--- src/rtl/fnd_scan_decoder.sv ---
// Passive receiver for the multiplexed 4-digit FND scan bus: samples each scan slot,
// decodes active-low segment/dp codes and publishes one coherent frame per complete scan.
module fnd_scan_decoder #(
    parameter int SETTLE_CYCLES  = 16,
    parameter int TIMEOUT_CYCLES = 2_000_000
) (
    input  logic        clk,
    input  logic        reset,
    input  logic [3:0]  fnd_com,
    input  logic [7:0]  fnd_data,
    output logic [15:0] digits,
    output logic [3:0]  dots,
    output logic        frame_valid,
    output logic        frame_err,
    output logic        active
);

    localparam int CNT_W = $clog2(SETTLE_CYCLES + 1);
    localparam int TO_W  = $clog2(TIMEOUT_CYCLES + 1);

    localparam logic [CNT_W-1:0] SETTLE_LAST = CNT_W'(SETTLE_CYCLES - 1);
    localparam logic [CNT_W-1:0] SETTLE_MAX  = CNT_W'(SETTLE_CYCLES);
    localparam logic [TO_W-1:0]  TO_MAX      = TO_W'(TIMEOUT_CYCLES);

    function automatic logic [3:0] seg_to_bcd(input logic [7:0] code);
        case (code)
            8'hc0:   return 4'd0;
            8'hf9:   return 4'd1;
            8'ha4:   return 4'd2;
            8'hb0:   return 4'd3;
            8'h99:   return 4'd4;
            8'h92:   return 4'd5;
            8'h82:   return 4'd6;
            8'hf8:   return 4'd7;
            8'h80:   return 4'd8;
            8'h90:   return 4'd9;
            default: return 4'hF;
        endcase
    endfunction

    logic [3:0]       com_s1_q, com_s2_q, com_prev_q;
    logic [7:0]       data_s1_q, data_s2_q, data_prev_q;
    logic [CNT_W-1:0] stab_q, stab_d;
    logic             sampled_q, sampled_d;
    logic [15:0]      sh_digits_q, sh_digits_d;
    logic [3:0]       sh_dots_q, sh_dots_d;
    logic [3:0]       seen_d_q, seen_d_d;
    logic [3:0]       seen_p_q, seen_p_d;
    logic             err_q, err_d;
    logic [15:0]      digits_q, digits_d;
    logic [3:0]       dots_q, dots_d;
    logic             fv_q, fv_d;
    logic             ferr_q, ferr_d;
    logic [TO_W-1:0]  to_q, to_d;

    logic       com_chg, any_chg, in_visit, fire, boundary;
    logic [1:0] pos;
    logic [3:0] dec;

    always_comb begin
        // NOTE: every always_comb output gets a default first so no path infers a latch.
        in_visit = 1'b0;
        pos      = 2'd0;
        case (com_s2_q)
            4'b1110: begin in_visit = 1'b1; pos = 2'd0; end
            4'b1101: begin in_visit = 1'b1; pos = 2'd1; end
            4'b1011: begin in_visit = 1'b1; pos = 2'd2; end
            4'b0111: begin in_visit = 1'b1; pos = 2'd3; end
            default: begin in_visit = 1'b0; pos = 2'd0; end
        endcase

        com_chg  = (com_s2_q != com_prev_q);
        any_chg  = com_chg || (data_s2_q != data_prev_q);
        boundary = (com_prev_q == 4'b0111) && (com_s2_q == 4'b1110);
        dec      = seg_to_bcd(data_s2_q);

        stab_d    = any_chg ? '0 : ((stab_q == SETTLE_MAX) ? stab_q : stab_q + CNT_W'(1));
        fire      = in_visit && !sampled_q && !any_chg && (stab_q == SETTLE_LAST);
        // One sample per visit: the flag only re-arms when the common lines move.
        sampled_d = com_chg ? 1'b0 : (sampled_q || fire);

        sh_digits_d = sh_digits_q;
        sh_dots_d   = sh_dots_q;
        seen_d_d    = seen_d_q;
        seen_p_d    = seen_p_q;
        err_d       = err_q;
        if (fire) begin
            case (data_s2_q)
                8'h7f: begin sh_dots_d[pos] = 1'b1; seen_p_d[pos] = 1'b1; end
                8'hff: begin sh_dots_d[pos] = 1'b0; seen_p_d[pos] = 1'b1; end
                default: begin
                    sh_digits_d[{pos, 2'b00} +: 4] = dec;
                    seen_d_d[pos] = 1'b1;
                    if (dec == 4'hF) err_d = 1'b1;
                end
            endcase
        end

        digits_d = digits_q;
        dots_d   = dots_q;
        ferr_d   = ferr_q;
        fv_d     = 1'b0;
        to_d     = (to_q == TO_MAX) ? to_q : to_q + TO_W'(1);
        // The boundary check sees any sample taken this cycle, then clears the frame state.
        if (boundary) begin
            if (&seen_d_d && &seen_p_d) begin
                digits_d = sh_digits_d;
                dots_d   = sh_dots_d;
                ferr_d   = err_d;
                fv_d     = 1'b1;
                to_d     = '0;
            end
            seen_d_d = '0;
            seen_p_d = '0;
            err_d    = 1'b0;
        end
    end

    // NOTE: sequential state uses non-blocking assignments so every flop samples pre-edge values.
    always_ff @(posedge clk or posedge reset) begin
        if (reset) begin
            com_s1_q    <= 4'hF;
            com_s2_q    <= 4'hF;
            com_prev_q  <= 4'hF;
            data_s1_q   <= 8'hFF;
            data_s2_q   <= 8'hFF;
            data_prev_q <= 8'hFF;
            stab_q      <= '0;
            sampled_q   <= 1'b0;
            sh_digits_q <= 16'hFFFF;
            sh_dots_q   <= '0;
            seen_d_q    <= '0;
            seen_p_q    <= '0;
            err_q       <= 1'b0;
            digits_q    <= 16'hFFFF;
            dots_q      <= '0;
            fv_q        <= 1'b0;
            ferr_q      <= 1'b0;
            to_q        <= TO_MAX;
        end else begin
            com_s1_q    <= fnd_com;
            com_s2_q    <= com_s1_q;
            com_prev_q  <= com_s2_q;
            data_s1_q   <= fnd_data;
            data_s2_q   <= data_s1_q;
            data_prev_q <= data_s2_q;
            stab_q      <= stab_d;
            sampled_q   <= sampled_d;
            sh_digits_q <= sh_digits_d;
            sh_dots_q   <= sh_dots_d;
            seen_d_q    <= seen_d_d;
            seen_p_q    <= seen_p_d;
            err_q       <= err_d;
            digits_q    <= digits_d;
            dots_q      <= dots_d;
            fv_q        <= fv_d;
            ferr_q      <= ferr_d;
            to_q        <= to_d;
        end
    end

    assign digits      = digits_q;
    assign dots        = dots_q;
    assign frame_valid = fv_q;
    assign frame_err   = ferr_q;
    assign active      = (to_q != TO_MAX);

endmodule
--- config.mk ---
export PLATFORM = sky130hd
export DESIGN_NAME = fnd_scan_decoder
export DESIGN_NICKNAME = d
export VERILOG_FILES = /design/src/rtl/fnd_scan_decoder.sv
export SDC_FILE = /design/constraint.sdc
export NUM_CORES = 1
export LEC_CHECK = 0
export ABC_AREA = 0
export BUFFER_PORTS_ARGS = -buffer_cell sky130_fd_sc_hd__buf_4
export CORE_MARGIN = 10
export CORE_UTILIZATION = 51
export CTS_CLUSTER_DIAMETER = 100
export DETAILED_ROUTE_END_ITERATION = 12
export GPL_ROUTABILITY_DRIVEN = 0
export PLACE_DENSITY = 0.69
export SETUP_SLACK_MARGIN = 0.05
export SYNTH_ARGS = -nofsm -noshare
export SYNTH_HDL_FRONTEND = slang
export SYNTH_SLANG_ARGS = --single-unit
--- constraint.sdc ---
create_clock -name clk -period 8.1 [get_ports clk]
set_input_delay 0.81 -clock clk [delete_from_list [all_inputs] [get_ports clk]]
set_output_delay 0.81 -clock clk [all_outputs]
set_load 0.05 [all_outputs]
==> key figures, run 1 <==
Outcome
  – Status: completed

Hold path
  – Hold crit path type: in -> async

Clock tree
  – Longest Clk Path Bufs: 2
  – H-tree Lvls: 4
  – Root buffer cell: clkbuf_8
  – Latest clock arrival within the worst-skew pair: 0.51 ns
  – PostCTS Resize Cnt: 0
  – CTS Sinks: 114
  – CTS buffer count: 17
  – Clock-pin slew on the worst setup and hold paths: 0.05 ns
  – Post-CTS setup buffer count: 0
  – CTS Hold Bufs: 0
  – TritonCTS clock tree: done

Synthesis
  – Top cells by area, synth: dfstp_2 (38%), dfrtp_1 (19%), mux2_4 (7.2%)
  – Seq cells post-synth: 114
  – Syn Inst Count: 415
  – Synth async-reset ratio: 100%
  – Avg Cell Area, Syn: 12.5 um2
  – Area leader, netlist: dfstp_2
  – Post-synth top area share: 38.0%
  – Synth warn: 0
  – Post-Syn Nets: 441
  – Library cells used by synthesis: 52
  – Number of synthesized flops with an enable pin: 0
  – Post-synth top flop: dfstp_2
  – Sequential fraction of the synthesis area: 56.9%
  – Mapped cell area: 5180 um2

Critical path
  – CP Max Fanout: 43
  – R2r setup slk: 4.56 ns
  – Worst EP arrival: 3.93 ns
  – Critical path startpoint: data_s2_q[3]$_DFF_PP1_
  – Worst Path Required: 8.49 ns
  – Worst Setup End Kind: flop
  – Crit path kind: reg -> reg
  – Reg2reg path depth: 7
  – Crit path depth: 7
  – Worst path max stage delay: 0.98 ns
  – Crit path cell chain: nand4_1 -> nor2_1 -> mux2_2 -> nand4_1 -> a21boi_0 -> and4_2 -> mux2_2
  – Reg2reg start: data_s2_q[3]$_DFF_PP1_
  – Slowest cell on crit path: and4_2
  – Setup crit start kind: flop
  – Worst r2r dst: dots[3]$_DFFE_PP0P_
  – Crit path capture: dots[3]$_DFFE_PP0P_
  – Critical path's top delay family: simple AND/OR/NAND/NOR gates
  – Critical path buffer and inverter count: 0

Detailed routing
  – WL final: 9000 um
  – Drt pass-1 iters: 4
  – Vias per cell: 5.14
  – Via count: 3,093
  – DRC viols: 0
  – Post-route antenna net violation count: 0
  – Drt wl/cell: 14.9 um
  – DRT iter0 DRCs: 173

Placed design
  – Hpwl dp: 6080 um
  – I/O Buffers: 36

STA
  – Final hold vios: 0
  – Worst rel slew slack: 28.0%
  – Layout Skew: 0.0118 ns
  – Worst-Margin Slew: 1.08 ns
  – Max Slew Vio Count: 0
  – RSZ-0062 raised after global routing: false
  – # setup viols final: 0
  – Tmin final: 3.54 ns
  – Fmax achieved: 282 MHz
  – Setup TNS: 0 ns
  – Final period utilization: 43.8%

Power and ir drop
  – Tot Pwr: 1.38 mW
  – Reg power frac: 43.2%
  – Internal power: 1.10 mW
  – Switching pwr: 278 uW
  – Clock share of power: 53.9%
  – Worst VDD drop: 122 uV
  – Net Sw Frac: 20.1%
  – Gate power share: 2.9%
  – Pleak: 2.65 nW
  – PD cells: 227 nW/um2

GRT
  – Largest net degree at the start of global routing: 81
  – Vias in the first global route: 3,338
  – First-pass GRT wire length: 15,700 um
  – Total global routing overflow: 0
  – Antenna violations before repair: 0
  – Global Route Usage Sum: 13.4%

Run
  – Max_cap viols: 0

Floorplan
  – Full die area: 14,600 um2
  – Chip width: 121 um
  – Row count: 36
  – Initial Util: 52.8%
  – Die height: 121 um
  – Core box area: 9820 um2
  – IO Count: 37

Finish
  – Area Growth Syn to Fin: 17.6%
  – Nets: 482
  – # diodes: 0
  – Ratio of cells with drive above 1 in the final layout: 41.4%
[flip-flops by register name, summed over array words and instances (netlist names)]
signal,count
to_q,21
digits,16
sh_digits_q,16
data_prev_q,8
data_s1_q,8
data_s2_q,8
stab_q,5
com_prev_q,4
com_s1_q,4
com_s2_q,4
dots,4
seen_d_q,4
seen_p_q,4
sh_dots_q,4
err_q,1
frame_err,1
frame_valid,1
sampled_q,1
[worst min-delay path by stage]
stage,from,endpoint,slack [ns],depth (start not counted)
floorplan,com_s1_q[0]$_DFF_PP1_,com_s2_q[0]$_DFF_PP1_,0.35,0
global placement,com_s1_q[2]$_DFF_PP1_,com_s2_q[2]$_DFF_PP1_,0.35,0
detailed placement,data_s1_q[2]$_DFF_PP1_,data_s2_q[2]$_DFF_PP1_,0.35,0
CTS,reset,frame_err$_DFFE_PP0P_,0.29,2
global route,reset,frame_err$_DFFE_PP0P_,0.30,2
finish,reset,frame_err$_DFFE_PP0P_,0.30,2
[cell families after synthesis]
logic type,count (synthesis),synth area share (%)
flip-flops,114,56.9
AO/OA/AOI/OAI,27,3.48
AND/OR/NAND/NOR,141,14.7
multiplexers,45,11.4
XOR/XNOR,38,6.42
buffers and inverters,38,4.25
adder cells (fa/ha/maj),12,2.90
[power groups by stage]
| stage | Clock (mW) | Sequential [mW] | Combinational [mW] |
|---|---|---|---|
| floorplan | 0 | 0.600 | 0.0334 |
| global placement | 0 | 0.605 | 0.0395 |
| detailed placement | 0 | 0.606 | 0.0406 |
| CTS | 0.762 | 0.597 | 0.0409 |
| global route | 0.790 | 0.599 | 0.0454 |
| finish | 0.745 | 0.597 | 0.0396 |
[cell usage after synthesis (7+ instances only)]
cell,number
dfstp_2,75
a21oi_1,10
dfrtp_1,39
mux2i_1,7
buf_2,7
mux2_4,25
nor2_1,55
nand3_1,17
inv_1,23
nand2_1,17
ha_1,12
mux2_2,13
xor2_1,26
xnor2_1,12
[layout by cell type, fill, tap and decap left out, types with 2 or more instances in the layout]
| cell | instances |
|---|---|
| and4_1 | 2 |
| clkbuf_16 | 16 |
| nor4_2 | 3 |
| xnor2_1 | 12 |
| mux2_2 | 13 |
| mux2i_1 | 7 |
| clkbuf_8 | 2 |
| a41oi_1 | 2 |
| and3_1 | 3 |
| nand4_1 | 6 |
| a21oi_1 | 10 |
| nor2_1 | 55 |
| buf_4 | 37 |
| a211oi_1 | 2 |
| nor4_1 | 3 |
| nand3_1 | 17 |
| nand3b_1 | 3 |
| inv_1 | 22 |
| o21ai_0 | 2 |
| ha_1 | 12 |
| nor4b_1 | 4 |
| mux2_4 | 25 |
| nand2_2 | 4 |
| clkinv_2 | 6 |
| or3_1 | 2 |
| nor3_1 | 6 |
| bufinv_16 | 4 |
| clkinv_1 | 2 |
| dfstp_2 | 75 |
| nand2_1 | 17 |
| o22ai_1 | 2 |
| a32o_1 | 2 |
| nand2b_1 | 3 |
| xor2_1 | 26 |
| dfrtp_1 | 39 |
| or3b_2 | 2 |
[through the flow]
stage	util [%]	instance area, um2	cells	worst slack, ns	hold slack (ns)
finish	62.0	6090	602	4.56	0.298
global route	62.0	6090	602	4.25	0.305
CTS	62.0	6090	602	4.57	0.286
detailed placement	56.0	5500	570	4.58	0.347
global placement	56.0	5500	570	4.72	0.346
floorplan	-	5180	415	4.40	0.345
[cell type report]
type / count / area [um2]
Multi-Input combinational cell: 263 / 2020
Clock inverter: 13 / 165
Inverter: 23 / 88.8
Tap cell: 133 / 166
Clock buffer: 19 / 432
Fill cell: 792 / 3730
Timing Repair Buffer: 37 / 278
Sequential cell: 114 / 2950
[routing by layer]
| metal | track usage [%] | vias to the layer above | routed length, um |
|---|---|---|---|
| li1 | - | 1492 | - |
| met1 | 16.1 | 1537 | 4120 |
| met2 | 20.9 | 55 | 4290 |
| met3 | 4.98 | 9 | 495 |
| met4 | 6.11 | 0 | 82 |
| met5 | 0 | - | 0 |
Note: power is estimated with default switching activity, not from simulation.
==> run 2: changes to the inputs <==
==> constraint.sdc (replaced) <==
create_clock -name clk -period 3.3 [get_ports clk]
set_input_delay 0.33 -clock clk [delete_from_list [all_inputs] [get_ports clk]]
set_output_delay 0.33 -clock clk [all_outputs]
set_load 0.05 [all_outputs]
==> key figures, run 2 (synthesis gave the netlist of run 1 again) <==
Outcome
  – Status: complete, but fails checks
  – Failing checks: negative hold slack

Clock tree
  – CTS Sinks: 114
  – TritonCTS clock tree: done
  – CTS buffer count: 17
  – Clock-pin slew on the worst setup and hold paths: 0.05 ns
  – PostCTS Resize Cnt: 0
  – Root buffer cell: clkbuf_8
  – Latest clock arrival within the worst-skew pair: 0.51 ns
  – H-tree Lvls: 4
  – Longest Clk Path Bufs: 2

Finish
  – Most frequent cells in the layout: dfstp_2 (75), nor2_1 (55), buf_4 (43)
  – Ratio of cells with drive above 1 in the final layout: 41.4%
  – Most common cell after layout, fill and taps aside: dfstp_2
  – # diodes: 0
  – Largest register by flop count: to_q
  – Area Growth Syn to Fin: 21.1%
  – Nets: 501
  – Largest register FFs: 21

Detailed routing
  – Via count: 3,235
  – WL final: 9410 um
  – Drt wl/cell: 15.1 um
  – Drt pass-1 iters: 4
  – Vias per cell: 5.21
  – Post-route antenna net violation count: 0
  – DRT iter0 DRCs: 247
  – DRC viols: 0

Floorplan
  – Row count: 36
  – Die height: 121 um
  – Core box area: 9820 um2
  – Full die area: 14,600 um2
  – Chip width: 121 um
  – IO Count: 37
  – Initial Util: 52.8%

Critical path
  – Setup crit start kind: flop
  – Worst Setup End Kind: flop
  – Critical path buffer and inverter count: 1
  – R2r setup slk: 0.50 ns
  – Worst Path Required: 3.69 ns
  – Worst r2r dst: dots[3]$_DFFE_PP0P_
  – Reg2reg path depth: 8
  – Worst EP arrival: 3.19 ns
  – Slowest cell on crit path: dfstp_2
  – Reg2reg start: com_s2_q[1]$_DFF_PP1_
  – Worst path max stage delay: 0.60 ns
  – Crit path cell chain: xor2_1 -> nor4_4 -> and3_1 -> and2_1 -> a32o_1 -> and4_2 -> buf_12 -> mux2_2
  – CP Max Fanout: 32
  – Crit path kind: reg -> reg
  – Critical path's top delay family: simple AND/OR/NAND/NOR gates

GRT
  – Vias in the first global route: 3,439
  – M1 GR Usage: 17.1%
  – GR Util met2: 22.3%
  – Largest net degree at the start of global routing: 68
  – Global Route Usage Sum: 13.8%
  – Busiest grt layer: met2
  – First-pass GRT wire length: 16,500 um
  – M3 GR Usage: 4.37%
  – Total global routing overflow: 0
  – Antenna violations before repair: 0

STA
  – Final hold vios: 17
  – Layout Skew: 0.0105 ns
  – Max Slew Vio Count: 0
  – # setup viols final: 0
  – Hold WS: -0.0185 ns
  – Setup TNS: 0 ns
  – Worst-Margin Slew: 0.839 ns
  – Tmin final: 2.80 ns
  – Final period utilization: 84.8%
  – Worst rel slew slack: 43.3%
  – Fmax achieved: 357 MHz
  – RSZ-0062 raised after global routing: false

Hold path
  – Hold crit path type: in -> async

Placed design
  – I/O Buffers: 36
  – Hpwl dp: 6250 um

Power and ir drop
  – PD cells: 538 nW/um2
  – Worst VDD drop: 426 uV
  – Pleak: 2.72 nW

Run
  – Max_cap viols: 0
-- run 2: layout make-up --
| class | count | area, um2 |
|---|---|---|
| Tap cell | 133 | 166 |
| Clock inverter | 12 | 159 |
| Sequential cell | 114 | 2950 |
| Clock buffer | 20 | 435 |
| Multi-Input combinational cell | 263 | 2020 |
| Fill cell | 757 | 3540 |
| Inverter | 23 | 88.8 |
| Timing Repair Buffer | 56 | 463 |
-- run 2: worst max path at each step --
stage | end | depth (start not counted) | from | slack [ns]
floorplan | dots[0]$_DFFE_PP0P_ | 1 | reset | 0.08
global placement | dots[3]$_DFFE_PP0P_ | 8 | data_s2_q[6]$_DFF_PP1_ | 0.62
detailed placement | dots[3]$_DFFE_PP0P_ | 8 | com_s2_q[1]$_DFF_PP1_ | 0.55
CTS | dots[3]$_DFFE_PP0P_ | 8 | com_s2_q[1]$_DFF_PP1_ | 0.48
global route | dots[3]$_DFFE_PP0P_ | 8 | data_s2_q[1]$_DFF_PP1_ | 0.31
finish | dots[3]$_DFFE_PP0P_ | 8 | com_s2_q[1]$_DFF_PP1_ | 0.50
-- run 2: what timing repair did --
item	CTS	global route
hold endpoints to repair	12	0
setup endpoints to repair	0	0
hold buffers	12	0
setup buffers	0	0
-- run 2: layer usage --
metal	routed length, um	part of all wire, %	up-vias
met1	4240	45	1627
met2	4590	49	68
met3	464	4.9	10
met4	113	1.2	0
met5	0	0	-
li1	-	-	1530
-- run 2: metrics by stage --
step / worst slack (ns) / utilization, % / cell area, um2 / instances / total power [mW]
2_1_floorplan: 0.0784 / - / 5180 / 415 / 1.55
3_3_place_gp: 0.616 / 56.6 / 5560 / 577 / 1.58
3_5_place_dp: 0.549 / 56.6 / 5560 / 577 / 1.59
4_1_cts: 0.481 / 63.9 / 6270 / 621 / 3.41
5_1_grt: 0.305 / 63.9 / 6270 / 621 / 3.51
6_report: 0.502 / 63.9 / 6270 / 621 / 3.37
-- run 2: report_power, final --
group	internal [mW]	switching [mW]
Combinational	0.0467	0.0654
Clock	1.17	0.625
Sequential	1.44	0.0243
Total	2.66	0.715
